$ cat src/rtl/apb_mc_cfg_pkg.sv
// Shared register map, interrupt bit positions and timer constants for the MC config slave.
package apb_mc_cfg_pkg;

    localparam int unsigned REG_W = 8;
    localparam int unsigned CNT_W = 16;

    localparam int unsigned ADDR_MRW_CMD      = 'h10;
    localparam int unsigned ADDR_MRR_CMD      = 'h11;
    localparam int unsigned ADDR_PPR_EN       = 'h12;
    localparam int unsigned ADDR_PPR_STATUS   = 'h13;
    localparam int unsigned ADDR_FREQ_CTRL    = 'h18;
    localparam int unsigned ADDR_MR4_CTRL     = 'h19;
    localparam int unsigned ADDR_INT_STATUS   = 'h20;
    localparam int unsigned ADDR_INT_MASK     = 'h21;
    localparam int unsigned ADDR_MR4_INTERVAL = 'h40;

    localparam int unsigned INT_TEST_MODE     = 0;
    localparam int unsigned INT_FREQ_ERR      = 1;
    localparam int unsigned INT_FREQ_DONE     = 2;
    localparam int unsigned INT_FREQ_READY    = 3;
    localparam int unsigned INT_WDT_TIMEOUT   = 4;
    localparam int unsigned INT_REFRESH_X_TRM = 5;
    localparam int unsigned INT_MRW_DONE      = 6;
    localparam int unsigned INT_MRR_DONE      = 7;

    localparam int unsigned FREQ_START_BIT    = 0;
    localparam int unsigned FREQ_PLL_DONE_BIT = 1;
    localparam int unsigned TIMER_DIS_BIT     = 3;

endpackage

$ cat src/rtl/mr4_interval_timer.sv
// Reloading down-counter that emits a one-cycle pulse every interval*MR4_TICK cycles.
module mr4_interval_timer
    import apb_mc_cfg_pkg::*;
#(
    parameter int unsigned MR4_TICK = 8
) (
    input  logic             clk,
    input  logic             rst,
    input  logic             enable,
    input  logic [REG_W-1:0] interval,
    input  logic             reload,
    output logic             pulse
);

    logic [CNT_W-1:0] cnt_q;
    logic [CNT_W-1:0] reload_val;
    logic             hold;
    logic             pulse_q;

    assign reload_val = CNT_W'(CNT_W'(interval) * CNT_W'(MR4_TICK)) - CNT_W'(1);
    assign hold       = !enable || (interval == '0) || reload;
    assign pulse      = pulse_q;

    // Counter parks at its reload value while held; pulses and reloads when it reaches 0.
    always_ff @(posedge clk) begin
        if (rst) begin
            cnt_q   <= '0;
            pulse_q <= 1'b0;
        end else begin
            pulse_q <= 1'b0;
            if (hold) begin
                cnt_q <= reload_val;
            end else if (cnt_q == '0) begin
                cnt_q   <= reload_val;
                pulse_q <= 1'b1;
            end else begin
                cnt_q <= cnt_q - CNT_W'(1);
            end
        end
    end

endmodule

$ cat src/rtl/apb_mc_cfg_slave.sv
// Zero-wait APB slave holding memory-controller config/status registers and the MR4 read timer.
// Optional build macro APB_SLVERR_EN: flag unmapped accesses and PPR_STATUS writes via pslverr_o.
module apb_mc_cfg_slave
    import apb_mc_cfg_pkg::*;
#(
    parameter int unsigned APB_ADDRWIDTH = 16,
    parameter int unsigned APB_DATAWIDTH = 8,
    parameter int unsigned NB_RANK       = 2,
    parameter int unsigned MR4_TICK      = 8
) (
    input  logic                     pclk_i,
    input  logic                     prst_i,
    input  logic [APB_ADDRWIDTH-1:0] paddr_i,
    input  logic                     psel_i,
    input  logic                     penable_i,
    input  logic                     pwrite_i,
    input  logic [APB_DATAWIDTH-1:0] pwdata_i,
    input  logic [3:0]               pstrb_i,
    output logic                     pready_o,
    output logic [APB_DATAWIDTH-1:0] prdata_o,
    output logic                     pslverr_o,
    input  logic [NB_RANK-1:0]       mrw_done_status_i,
    input  logic [NB_RANK-1:0]       mrr_done_status_i,
    input  logic [NB_RANK-1:0]       ppr_done_status_i,
    input  logic [NB_RANK-1:0]       ppr_status_i,
    output logic [NB_RANK-1:0]       rank_mrw_o,
    output logic [NB_RANK-1:0]       rank_mrr_o,
    output logic [NB_RANK-1:0]       ppr_en_o,
    output logic                     start_freq_change_o,
    output logic                     pll_freq_chng_done_o,
    input  logic                     test_mode_intr_i,
    input  logic                     freq_change_error_i,
    input  logic                     freq_change_done_i,
    input  logic                     freq_change_ready_i,
    input  logic                     watch_dog_timeout_i,
    input  logic                     refresh_x_trm_i,
    output logic                     mc_intr_o,
    output logic                     mr_rd_pulse_o
);

    logic             access, wr, rd;
    logic [REG_W-1:0] wdata;
    logic             sel_mrw, sel_mrr, sel_ppr_en, sel_ppr_st, sel_freq;
    logic             sel_mr4, sel_int_st, sel_int_mask, sel_interval;

    logic [NB_RANK-1:0] rank_mrw_q, rank_mrr_q, ppr_en_q;
    logic               start_freq_q, pll_done_q, timer_dis_q, mc_intr_q;
    logic [REG_W-1:0]   int_status_q, int_mask_q, interval_q;
    logic [REG_W-1:0]   int_set, int_clr, rdata;
    logic               timer_reload;
    logic               unused_strb;

    assign access = psel_i & penable_i;
    assign wr     = access & pwrite_i & pstrb_i[0];
    assign rd     = access & ~pwrite_i;
    assign wdata  = pwdata_i[REG_W-1:0];

    assign sel_mrw      = (paddr_i == APB_ADDRWIDTH'(ADDR_MRW_CMD));
    assign sel_mrr      = (paddr_i == APB_ADDRWIDTH'(ADDR_MRR_CMD));
    assign sel_ppr_en   = (paddr_i == APB_ADDRWIDTH'(ADDR_PPR_EN));
    assign sel_ppr_st   = (paddr_i == APB_ADDRWIDTH'(ADDR_PPR_STATUS));
    assign sel_freq     = (paddr_i == APB_ADDRWIDTH'(ADDR_FREQ_CTRL));
    assign sel_mr4      = (paddr_i == APB_ADDRWIDTH'(ADDR_MR4_CTRL));
    assign sel_int_st   = (paddr_i == APB_ADDRWIDTH'(ADDR_INT_STATUS));
    assign sel_int_mask = (paddr_i == APB_ADDRWIDTH'(ADDR_INT_MASK));
    assign sel_interval = (paddr_i == APB_ADDRWIDTH'(ADDR_MR4_INTERVAL));

    assign unused_strb = ^pstrb_i[3:1];
    assign pready_o    = 1'b1;

`ifdef APB_SLVERR_EN
    logic mapped;
    assign mapped    = sel_mrw | sel_mrr | sel_ppr_en | sel_ppr_st | sel_freq |
                       sel_mr4 | sel_int_st | sel_int_mask | sel_interval;
    assign pslverr_o = access & (~mapped | (pwrite_i & sel_ppr_st));
`else
    assign pslverr_o = 1'b0;
`endif

    // Sticky event sources; bits 6/7 aggregate the per-rank mode-register completions.
    always_comb begin
        int_set                    = '0;
        int_set[INT_TEST_MODE]     = test_mode_intr_i;
        int_set[INT_FREQ_ERR]      = freq_change_error_i;
        int_set[INT_FREQ_DONE]     = freq_change_done_i;
        int_set[INT_FREQ_READY]    = freq_change_ready_i;
        int_set[INT_WDT_TIMEOUT]   = watch_dog_timeout_i;
        int_set[INT_REFRESH_X_TRM] = refresh_x_trm_i;
        int_set[INT_MRW_DONE]      = |mrw_done_status_i;
        int_set[INT_MRR_DONE]      = |mrr_done_status_i;
    end

    assign int_clr = (wr & sel_int_st) ? wdata : '0;

    // Request bits: done clears, a W1S in the same cycle wins.
    always_ff @(posedge pclk_i) begin
        if (prst_i) begin
            rank_mrw_q   <= '0;
            rank_mrr_q   <= '0;
            ppr_en_q     <= '0;
            start_freq_q <= 1'b0;
            pll_done_q   <= 1'b0;
            timer_dis_q  <= 1'b1;
            int_status_q <= '0;
            int_mask_q   <= '0;
            interval_q   <= '0;
            mc_intr_q    <= 1'b0;
        end else begin
            rank_mrw_q   <= (rank_mrw_q & ~mrw_done_status_i) |
                            ((wr & sel_mrw) ? wdata[NB_RANK-1:0] : '0);
            rank_mrr_q   <= (rank_mrr_q & ~mrr_done_status_i) |
                            ((wr & sel_mrr) ? wdata[NB_RANK-1:0] : '0);
            ppr_en_q     <= (ppr_en_q & ~ppr_done_status_i) |
                            ((wr & sel_ppr_en) ? wdata[NB_RANK-1:0] : '0);
            start_freq_q <= (start_freq_q & ~freq_change_done_i) |
                            (wr & sel_freq & wdata[FREQ_START_BIT]);
            pll_done_q   <= wr & sel_freq & wdata[FREQ_PLL_DONE_BIT];
            if (wr & sel_mr4)      timer_dis_q <= wdata[TIMER_DIS_BIT];
            if (wr & sel_int_mask) int_mask_q  <= wdata;
            if (wr & sel_interval) interval_q  <= wdata;
            int_status_q <= (int_status_q & ~int_clr) | int_set;
            mc_intr_q    <= |(int_status_q & int_mask_q);
        end
    end

    // Read mux; unmapped addresses read as 0.
    always_comb begin
        rdata = '0;
        if (sel_mrw)      rdata = REG_W'(rank_mrw_q);
        if (sel_mrr)      rdata = REG_W'(rank_mrr_q);
        if (sel_ppr_en)   rdata = REG_W'(ppr_en_q);
        if (sel_ppr_st)   rdata = REG_W'(ppr_status_i);
        if (sel_freq)     rdata = REG_W'(start_freq_q);
        if (sel_mr4)      rdata = REG_W'(timer_dis_q) << TIMER_DIS_BIT;
        if (sel_int_st)   rdata = int_status_q;
        if (sel_int_mask) rdata = int_mask_q;
        if (sel_interval) rdata = interval_q;
    end

    assign prdata_o = rd ? APB_DATAWIDTH'(rdata) : '0;

    // Writing TIMER_DIS=1 also reloads, so a pulse due in that very cycle is suppressed.
    assign timer_reload = wr & (sel_interval | (sel_mr4 & wdata[TIMER_DIS_BIT]));

    mr4_interval_timer #(
        .MR4_TICK (MR4_TICK)
    ) u_mr4_timer (
        .clk      (pclk_i),
        .rst      (prst_i),
        .enable   (~timer_dis_q),
        .interval (interval_q),
        .reload   (timer_reload),
        .pulse    (mr_rd_pulse_o)
    );

    assign rank_mrw_o           = rank_mrw_q;
    assign rank_mrr_o           = rank_mrr_q;
    assign ppr_en_o             = ppr_en_q;
    assign start_freq_change_o  = start_freq_q;
    assign pll_freq_chng_done_o = pll_done_q;
    assign mc_intr_o            = mc_intr_q;

endmodule

$ cat config.mk
export PLATFORM = sky130hd
export DESIGN_NAME = apb_mc_cfg_slave
export DESIGN_NICKNAME = d
export VERILOG_FILES = /design/src/rtl/apb_mc_cfg_pkg.sv /design/src/rtl/mr4_interval_timer.sv /design/src/rtl/apb_mc_cfg_slave.sv
export SDC_FILE = /design/constraint.sdc
export NUM_CORES = 1
export LEC_CHECK = 0
export CAP_MARGIN = 40
export CORE_ASPECT_RATIO = 0.7
export CORE_MARGIN = 1.5
export CORE_UTILIZATION = 40
export DETAILED_ROUTE_END_ITERATION = 16
export DONT_BUFFER_PORTS = 1
export PLACE_DENSITY = 0.52
export SLEW_MARGIN = 20
export SYNTH_ARGS = -nofsm -noshare
export SYNTH_HDL_FRONTEND = slang
export SYNTH_HIERARCHICAL = 1
export SYNTH_SLANG_ARGS = --single-unit
export TNS_END_PERCENT = 100
$ cat constraint.sdc
create_clock -name pclk_i -period 2.9 [get_ports pclk_i]
set_clock_uncertainty 0.15 [all_clocks]
set_input_delay 0.435 -clock pclk_i [delete_from_list [all_inputs] [get_ports pclk_i]]
set_output_delay 0.435 -clock pclk_i [all_outputs]
set_load 0.005 [all_outputs]
==> results of run 1 <==
==> metrics by stage <==
| step | utilization | power [uW] | setup WS, ns |
|---|---|---|---|
| after global routing | 0.460 | 1330 | 0.147 |
| after floorplan | - | 822 | 0.294 |
| after detailed placement | 0.445 | 832 | 0.184 |
| after CTS | 0.460 | 1300 | 0.187 |
| final | 0.460 | 1280 | 0.146 |
| after global placement | 0.445 | 832 | 0.173 |
==> worst max-delay path, cell delays in order <==
cell       delay, ns
or4_1           0.65
nor4_2          0.34
buf_4           0.18
a2bb2oi_1       0.06
a211oi_1        0.32
buf_4           0.18
==> final cells by class <==
cell class,count,area [sq um],area share
clock buffers,7,96.3,0.0301
clock inverters,1,7.51,0.00235
inverters,22,82.6,0.0258
multi-input cells,258,1740,0.543
flip-flops and latches,51,1020,0.319
well taps,94,118,0.0368
repair buffers,18,135,0.0423
==> metal layers <==
| metal | vias up | global-route usage |
|---|---|---|
| met2 | 91 | 0.298 |
| met1 | 1228 | 0.323 |
| met5 | - | 0 |
| met3 | 7 | 0.0606 |
| met4 | 0 | 0.0556 |
| li1 | 1294 | - |
==> worst paths after layout <==
path	startpoint	end	cells past startpoint
worst max-delay path	paddr_i[9]	prdata_o[3]	6
worst min-delay path	prst_i	u_mr4_timer/cnt_q[10]	1
worst max register to register	interval_q[0]	u_mr4_timer/cnt_q[15]	6
worst min register to register	u_mr4_timer/cnt_q[0]	u_mr4_timer/cnt_q[0]	1
==> cells by family after synthesis <==
kind of cell    after synthesis  share of synthesized area
simple gates                135                      0.290
compound gates               98                      0.211
flops                        51                      0.346
buf+inv                      43                     0.0688
xor+xnor                     18                     0.0535
fa+ha+maj                     3                     0.0127
other cells                   2                    0.00255
mux                           2                     0.0153
==> power groups by stage <==
| stage | logic (uW) | clock network (uW) | registers, uW |
|---|---|---|---|
| 3_3_place_gp | 76.9 | 0 | 755 |
| 3_5_place_dp | 77.8 | 0 | 755 |
| 6_report | 78.3 | 464 | 738 |
| 5_1_grt | 87.0 | 504 | 742 |
| 2_1_floorplan | 72.4 | 0 | 750 |
| 4_1_cts | 78.3 | 480 | 738 |
==> cell usage in the layout (no fill, tap or decap), types with 3 or more instances in the layout <==
cell type | netlist | final
xor2_1 | 8 | 8
nor3_2 | 5 | 5
nor3_1 | 4 | 4
dfxtp_1 | 51 | 51
a22oi_1 | 4 | 4
nor4b_1 | 6 | 4
clkbuf_8 | 0 | 7
inv_1 | 22 | 22
nor4_1 | 5 | 5
nor2_1 | 26 | 26
buf_4 | 2 | 18
o21ai_0 | 30 | 30
a211oi_1 | 8 | 8
nand3_1 | 31 | 31
nand4_1 | 6 | 6
xnor2_1 | 10 | 10
ha_1 | 3 | 3
or4_1 | 3 | 3
nand2_1 | 13 | 13
nand3b_1 | 3 | 3
a21oi_1 | 35 | 35
nand4b_1 | 5 | 5
nand2b_1 | 4 | 4
or4b_1 | 3 | 3
a221o_1 | 5 | 5
a211oi_2 | 3 | 3
nor4_4 | 3 | 3
==> sequential cells by signal, summed over array words and instances (netlist names) <==
register,flops
int_mask_q,8
rank_mrw_o,2
int_status_q,8
ppr_en_o,2
timer_dis_q,1
u_mr4_timer/cnt_q,16
u_mr4_timer/pulse,1
rank_mrr_o,2
start_freq_change_o,1
pll_freq_chng_done_o,1
interval_q,8
mc_intr_o,1
==> flow_metrics.env, run 1 <==
export IMPL_syn_num_nets=402
export IMPL_clock_sinks=51
export IMPL_grt_max_degree=50
export IMPL_ys_seq_area_frac=0.346
export IMPL_slew_viol_final=0
export IMPL_avgSynthCellArea_sq_um=8.37
export IMPL_vias_per_cell=5.81
export IMPL_cts_root_buf="clkbuf_8"
export IMPL_wl_met3_microns=687
export IMPL_htreeDepth=2
export IMPL_start_kind="primary input"
export IMPL_tightest_slew_ns=0.670
export IMPL_yosys_most_used_dff="dfxtp_1"
export IMPL_wl_met1_mm=4.18
export IMPL_power_frac_comb=0.061
export IMPL_synth_area_leaders="dfxtp_1 (35%), a21oi_1 (5.9%), nand3_1 (5.3%)"
export IMPL_cts_resized_gates=0
export IMPL_std_cell_rows=25
export IMPL_gr_usage_all_layers=0.215
export IMPL_hold_violations=0
export IMPL_first_pass_iters=5
export IMPL_start_util=0.425
export IMPL_worstSetupPathType="in2out"
export IMPL_ioPinCount=67
export IMPL_post_dp_hpwl_mm=5.97
export IMPL_vias=2620
export IMPL_syn_instance_count=352
export IMPL_ant_nets=0
export IMPL_dr_wl_met2_mm=3.24
export IMPL_cts_hold_buf=0
export IMPL_synth_common_cells="dfxtp_1 (51), a21oi_1 (35), nand3_1 (31)"
export IMPL_worstPathArrival_ns=2.17
export IMPL_syn_area_sq_um=2950
export IMPL_regToRegSetupSlack_ns=0.74
export IMPL_post_route_min_period_ns=2.75
export IMPL_rsz0062_at_grt="false"
export IMPL_yosys_warnings=6
export IMPL_cp_end_kind="output pin"
export IMPL_dieWidth_microns=106
export IMPL_antenna_found_initial=0
export IMPL_synth_most_common_cell="dfxtp_1"
export IMPL_design_core_area_sq_um=6940
export IMPL_routed_top_layer="met4"
export IMPL_hold_ws_ns=0.0374
export IMPL_path_clk_slew_ns=0.09
export IMPL_die_area_sq_um=7900
export IMPL_timing_final_crit_share=0.950
export IMPL_numPortBuffers=0
export IMPL_required_ns=2.32
export IMPL_synth_top_area_frac=0.346
export IMPL_synth_largest_area_cell="dfxtp_1"
export IMPL_fin_nets=406
export IMPL_swShare=0.240
export IMPL_timing_fmax_ghz=0.363
export IMPL_grt_overflow=0
export IMPL_setup_viol=0
export IMPL_grt_pass1_wl_mm=13.1
export IMPL_place_area_sq_um=3090
export IMPL_areaGrowthSynthToFinish_pct=8.45
export IMPL_power_frac_seq=0.576
export IMPL_p_leak_uw=0.00104
export IMPL_p_int_uw=974
export IMPL_cap_violations=0
export IMPL_slew_headroom=0.553
export IMPL_gp_congestion=0.817
export IMPL_clkPwrFrac=0.362
export IMPL_cts_buffers=5
export IMPL_power_density_nw_per_um2=401
export IMPL_die_y_microns=74.8
export IMPL_hold_class="in2reg"
export IMPL_tns_ns=0
export IMPL_synthArstFlopShare=0
export IMPL_yosysUniqueCellTypes=58
export IMPL_diodes=0
export IMPL_post_cts_setup_buffer_count=0
export IMPL_insertion_delay_ns=0.30
export IMPL_synth_edf_count=0
export IMPL_clock_path_buffers=2
export IMPL_final_cell_area_sq_um=3200
export IMPL_grt_pass1_vias=2495
export IMPL_cts_tree="built"
export IMPL_wl_per_cell_microns=18.1
export IMPL_place_inst=443
export IMPL_status="finished clean"
export IMPL_drive_gt1_frac=0.146
export IMPL_drtIter0Drc=197
export IMPL_wl_mm=8.18
export IMPL_drcViolationCount=0
export IMPL_crit_fanout=5
export IMPL_switching_power_uw=307
export IMPL_num_fill_cells=734
export IMPL_layoutNonFillerInstCount=451
export IMPL_ys_ff_latch=51
export IMPL_ir_drop_v=0.000224
No activity file was read; power rests on OpenSTA's default activity.
==> inputs of run 2 (changes only) <==
- CORE_ASPECT_RATIO: 0.7 -> 0.5
==> run 2 against run 1 <==
Highest routed layer unchanged. Critical path type unchanged. Fmax grew 1.4%. Register-to-register slack gained 0.04 ns. Sequential share of layout area grew 0.063 points. Largest power group unchanged.
==> flow_metrics.env, run 2 (synthesis gave the netlist of run 1 again) <==
export IMPL_cts_resized_gates=0
export IMPL_std_cell_rows=21
export IMPL_grt_overflow=0
export IMPL_whs_path_depth=1
export IMPL_gp_congestion=0.795
export IMPL_post_cts_setup_buffer_count=0
export IMPL_worst_slack_ns=0.185
export IMPL_design_core_area_sq_um=6910
export IMPL_wl_mm=7.87
export IMPL_drive_gt1_frac=0.128
export IMPL_crit_fanout=5
export IMPL_first_pass_iters=5
export IMPL_insertion_delay_ns=0.29
export IMPL_diodes=0
export IMPL_cts_hold_buf=0
export IMPL_clock_sinks=51
export IMPL_p_leak_uw=0.00103
export IMPL_die_area_sq_um=7920
export IMPL_dp_slack_ns=0.142
export IMPL_start_kind="primary input"
export IMPL_final_cell_mix="dfxtp_1 (51), a21oi_1 (35), nand3_1 (31)"
export IMPL_power_total_uw=1390
export IMPL_drcViolationCount=0
export IMPL_worstSetupPathType="in2out"
export IMPL_timing_final_crit_share=0.936
export IMPL_areaGrowthSynthToFinish_pct=8.23
export IMPL_tightest_slew_ns=0.743
export IMPL_r2r_end="u_mr4_timer/cnt_q[5]"
export IMPL_ir_drop_v=0.000215
export IMPL_final_util=0.462
export IMPL_largest_reg_flops=16
export IMPL_p_int_uw=1070
export IMPL_dieWidth_microns=124
export IMPL_hold_class="in2reg"
export IMPL_cts_root_buf="clkbuf_16"
export IMPL_post_route_min_period_ns=2.71
export IMPL_ioPinCount=67
export IMPL_r2r_start="interval_q[4]"
export IMPL_required_ns=2.32
export IMPL_timing_fmax_ghz=0.368
export IMPL_antenna_found_initial=0
export IMPL_power_density_nw_per_um2=434
export IMPL_vias_per_cell=5.90
export IMPL_htreeDepth=2
export IMPL_worstHoldStart="prst_i"
export IMPL_swShare=0.225
export IMPL_clock_path_buffers=2
export IMPL_hold_end="u_mr4_timer/cnt_q[10]"
export IMPL_final_cell_area_sq_um=3190
export IMPL_regToRegSetupSlack_ns=0.78
export IMPL_largest_register="u_mr4_timer/cnt_q"
export IMPL_status="finished clean"
export IMPL_drtIter0Drc=176
export IMPL_gr_usage_all_layers=0.208
export IMPL_grt_pass1_wl_mm=13.2
export IMPL_clkPwrFrac=0.412
export IMPL_tns_ns=0
export IMPL_grt_max_degree=50
export IMPL_fin_nets=401
export IMPL_die_y_microns=63.7
export IMPL_slew_viol_final=0
export IMPL_power_frac_seq=0.534
export IMPL_grt_pass1_vias=2584
export IMPL_place_area_sq_um=3050
export IMPL_vias=2621
export IMPL_worstPathArrival_ns=2.13
export IMPL_switching_power_uw=312
export IMPL_setup_viol=0
export IMPL_slew_headroom=0.498
export IMPL_cp_end_kind="output pin"
export IMPL_power_frac_comb=0.054
export IMPL_cts_tree="built"
export IMPL_wl_per_cell_microns=17.7
export IMPL_final_common_cell="dfxtp_1"
export IMPL_numPortBuffers=0
export IMPL_num_fill_cells=701
export IMPL_cts_buffers=5
export IMPL_reg2reg_depth=5
export IMPL_start_util=0.427
export IMPL_post_dp_hpwl_mm=5.83
export IMPL_path_clk_slew_ns=0.06
export IMPL_rsz0062_at_grt="false"
export IMPL_ant_nets=0
export IMPL_cap_violations=0
export IMPL_hold_violations=0
run 2: power groups by stage:
stage	Combinational, uW	Clock [uW]	Sequential, uW
2_1_floorplan	72.4	0	750
3_3_place_gp	72.9	0	755
3_5_place_dp	73.8	0	756
4_1_cts	74.5	592	740
5_1_grt	82.8	616	743
6_report	74.5	572	740
run 2: final cells by class:
type	instances	area [sq um]	share of cell area
Multi-Input combinational cell	258	1740	0.544
Clock buffer	7	133	0.0416
Tap cell	92	115	0.0361
Timing Repair Buffer	13	97.6	0.0306
Sequential cell	51	1020	0.320
Inverter	22	82.6	0.0259
Clock inverter	1	5.00	0.00157
run 2: stage by stage:
| stage | std cells | hold WS [ns] |
|---|---|---|
| 3_5_place_dp | 435 | 0.299 |
| 4_1_cts | 443 | 0.0476 |
| 3_3_place_gp | 435 | 0.296 |
| 6_report | 444 | 0.0574 |
| 5_1_grt | 444 | 0.0420 |
| 2_1_floorplan | 352 | 0.281 |
run 2: routing by layer:
| layer | vias up | track usage | part of all wire |
|---|---|---|---|
| met5 | - | 0 | 0 |
| met4 | 0 | 0.0431 | 0.0071 |
| met3 | 8 | 0.0561 | 0.066 |
| met2 | 83 | 0.335 | 0.45 |
| met1 | 1246 | 0.281 | 0.48 |
| li1 | 1284 | - | - |
run 2: worst max-delay path by stage:
stage / from / end / slack (ns) / cells after the start
2_1_floorplan: paddr_i[0] / prdata_o[2] / 0.29 / 6
3_5_place_dp: paddr_i[9] / u_mr4_timer/cnt_q[14] / 0.14 / 9
4_1_cts: paddr_i[13] / prdata_o[1] / 0.19 / 5
6_report: paddr_i[9] / prdata_o[3] / 0.19 / 6
5_1_grt: paddr_i[13] / prdata_o[3] / 0.06 / 5
3_3_place_gp: paddr_i[9] / u_mr4_timer/cnt_q[15] / 0.20 / 9
run 2: worst max-delay path, cell delays in order:
cell and delay [ns]:
or4_1 0.64, nor4_2 0.39, buf_4 0.19, a2bb2oi_1 0.06, a211oi_1 0.25, buf_4 0.16
==> inputs of run 3 (changes only) <==
- CORE_ASPECT_RATIO: 0.5 -> 0.6
==> run 3 against run 2 <==
Non-clock buffer count is the same. Critical path depth down 2. First-iteration DRC count grew 25%. Final cell count shrank 1.1%. Sequential share of layout area down 0.45 points. Global-route usage up 1.3 points. Combinational power up 4.7%. Sequential power about the same. Clock power up 34%. Register-to-register slack lost 0.05 ns. Critical path type unchanged. Largest power group is now clock.
==> flow_metrics.env, run 3 (synthesis gave the netlist of run 1 again) <==
export IMPL_areaGrowthSynthToFinish_pct=9.76
export IMPL_drcViolationCount=0
export IMPL_tns_ns=0
export IMPL_required_ns=2.32
export IMPL_grt_max_degree=50
export IMPL_die_area_sq_um=7910
export IMPL_ir_drop_v=0.000220
export IMPL_hold_violations=0
export IMPL_drive_gt1_frac=0.131
export IMPL_grt_pass1_wl_mm=13.3
export IMPL_post_cts_setup_buffer_count=0
export IMPL_largest_register="u_mr4_timer/cnt_q"
export IMPL_reg2reg_depth=6
export IMPL_final_common_cell="dfxtp_1"
export IMPL_largest_reg_flops=16
export IMPL_gp_congestion=0.824
export IMPL_worstPathArrival_ns=2.13
export IMPL_cp_end_kind="output pin"
export IMPL_cap_violations=0
export IMPL_timing_final_crit_share=0.935
export IMPL_clock_sinks=51
export IMPL_ant_nets=0
export IMPL_grt_overflow=0
export IMPL_final_util=0.468
export IMPL_num_fill_cells=678
export IMPL_start_util=0.427
export IMPL_die_y_microns=69.5
export IMPL_diodes=0
export IMPL_vias_per_cell=6.04
export IMPL_dieWidth_microns=114
export IMPL_post_route_min_period_ns=2.71
export IMPL_final_cell_mix="dfxtp_1 (51), a21oi_1 (35), nand3_1 (31)"
export IMPL_numPortBuffers=0
export IMPL_design_core_area_sq_um=6910
export IMPL_cts_tree="built"
export IMPL_whs_path_depth=1
export IMPL_worstSetupPathType="in2out"
export IMPL_timing_fmax_ghz=0.369
export IMPL_wl_per_cell_microns=19.2
export IMPL_start_kind="primary input"
export IMPL_slew_headroom=0.544
export IMPL_power_density_nw_per_um2=490
export IMPL_regToRegSetupSlack_ns=0.73
export IMPL_cts_resized_gates=0
export IMPL_drtIter0Drc=220
export IMPL_htreeDepth=2
export IMPL_vias=2653
export IMPL_antenna_found_initial=0
export IMPL_hold_class="in2reg"
export IMPL_post_dp_hpwl_mm=6.36
export IMPL_gr_usage_all_layers=0.221
export IMPL_tightest_slew_ns=0.684
export IMPL_p_leak_uw=0.00105
export IMPL_setup_viol=0
export IMPL_first_pass_iters=4
export IMPL_crit_fanout=6
export IMPL_status="finished clean"
export IMPL_path_clk_slew_ns=0.07
export IMPL_wl_mm=8.43
export IMPL_std_cell_rows=23
export IMPL_insertion_delay_ns=0.30
export IMPL_grt_pass1_vias=2421
export IMPL_ioPinCount=67
export IMPL_clock_path_buffers=2
export IMPL_cts_root_buf="clkbuf_16"
export IMPL_cts_buffers=5
export IMPL_slew_viol_final=0
export IMPL_fin_nets=401
export IMPL_rsz0062_at_grt="false"
export IMPL_cts_hold_buf=0
-- run 3: per-stage QoR --
stage	total power, uW	setup WS (ns)	instances	cell area [sq um]	hold WS (ns)
finish	1590	0.189	439	3240	0.0452
global route	1630	0.162	439	3240	0.0372
CTS	1600	0.209	439	3240	0.0373
detailed placement	833	0.187	431	3050	0.301
global placement	832	0.211	431	3050	0.301
floorplan	822	0.294	352	2950	0.281
-- run 3: report_power, final --
group	switching (uW)	internal, uW
Combinational	42.5	35.5
Clock	273	495
Sequential	20.3	720
-- run 3: layout make-up --
cell class	instances	area [sq um]	share of cell area
clock inverter	2	60.1	0.0186
clock buffer	6	129	0.0398
multi-input combinational	258	1740	0.537
timing repair buffer	13	97.6	0.0302
tap	87	109	0.0336
sequential	51	1020	0.316
inverter	22	82.6	0.0255
-- run 3: final timing paths --
kind | startpoint | endpoint
setup / recovery | paddr_i[9] | prdata_o[2]
setup reg to reg | interval_q[0] | u_mr4_timer/cnt_q[15]
hold reg to reg | u_mr4_timer/cnt_q[0] | u_mr4_timer/cnt_q[0]
hold / removal | prst_i | u_mr4_timer/cnt_q[10]
-- run 3: per-layer routing --
metal  vias to the layer above  global-route usage  part of all wire
li1                       1292                   -                 -
met1                      1258               0.373              0.52
met2                        96               0.262              0.37
met3                         7              0.0559              0.10
met4                         0              0.0542            0.0095
met5                         -                   0                 0
-- run 3: critical path: stages --
cell and delay (ns):
or4_1 0.65, or4_4 0.62, nor2_4 0.19, a221o_1 0.22
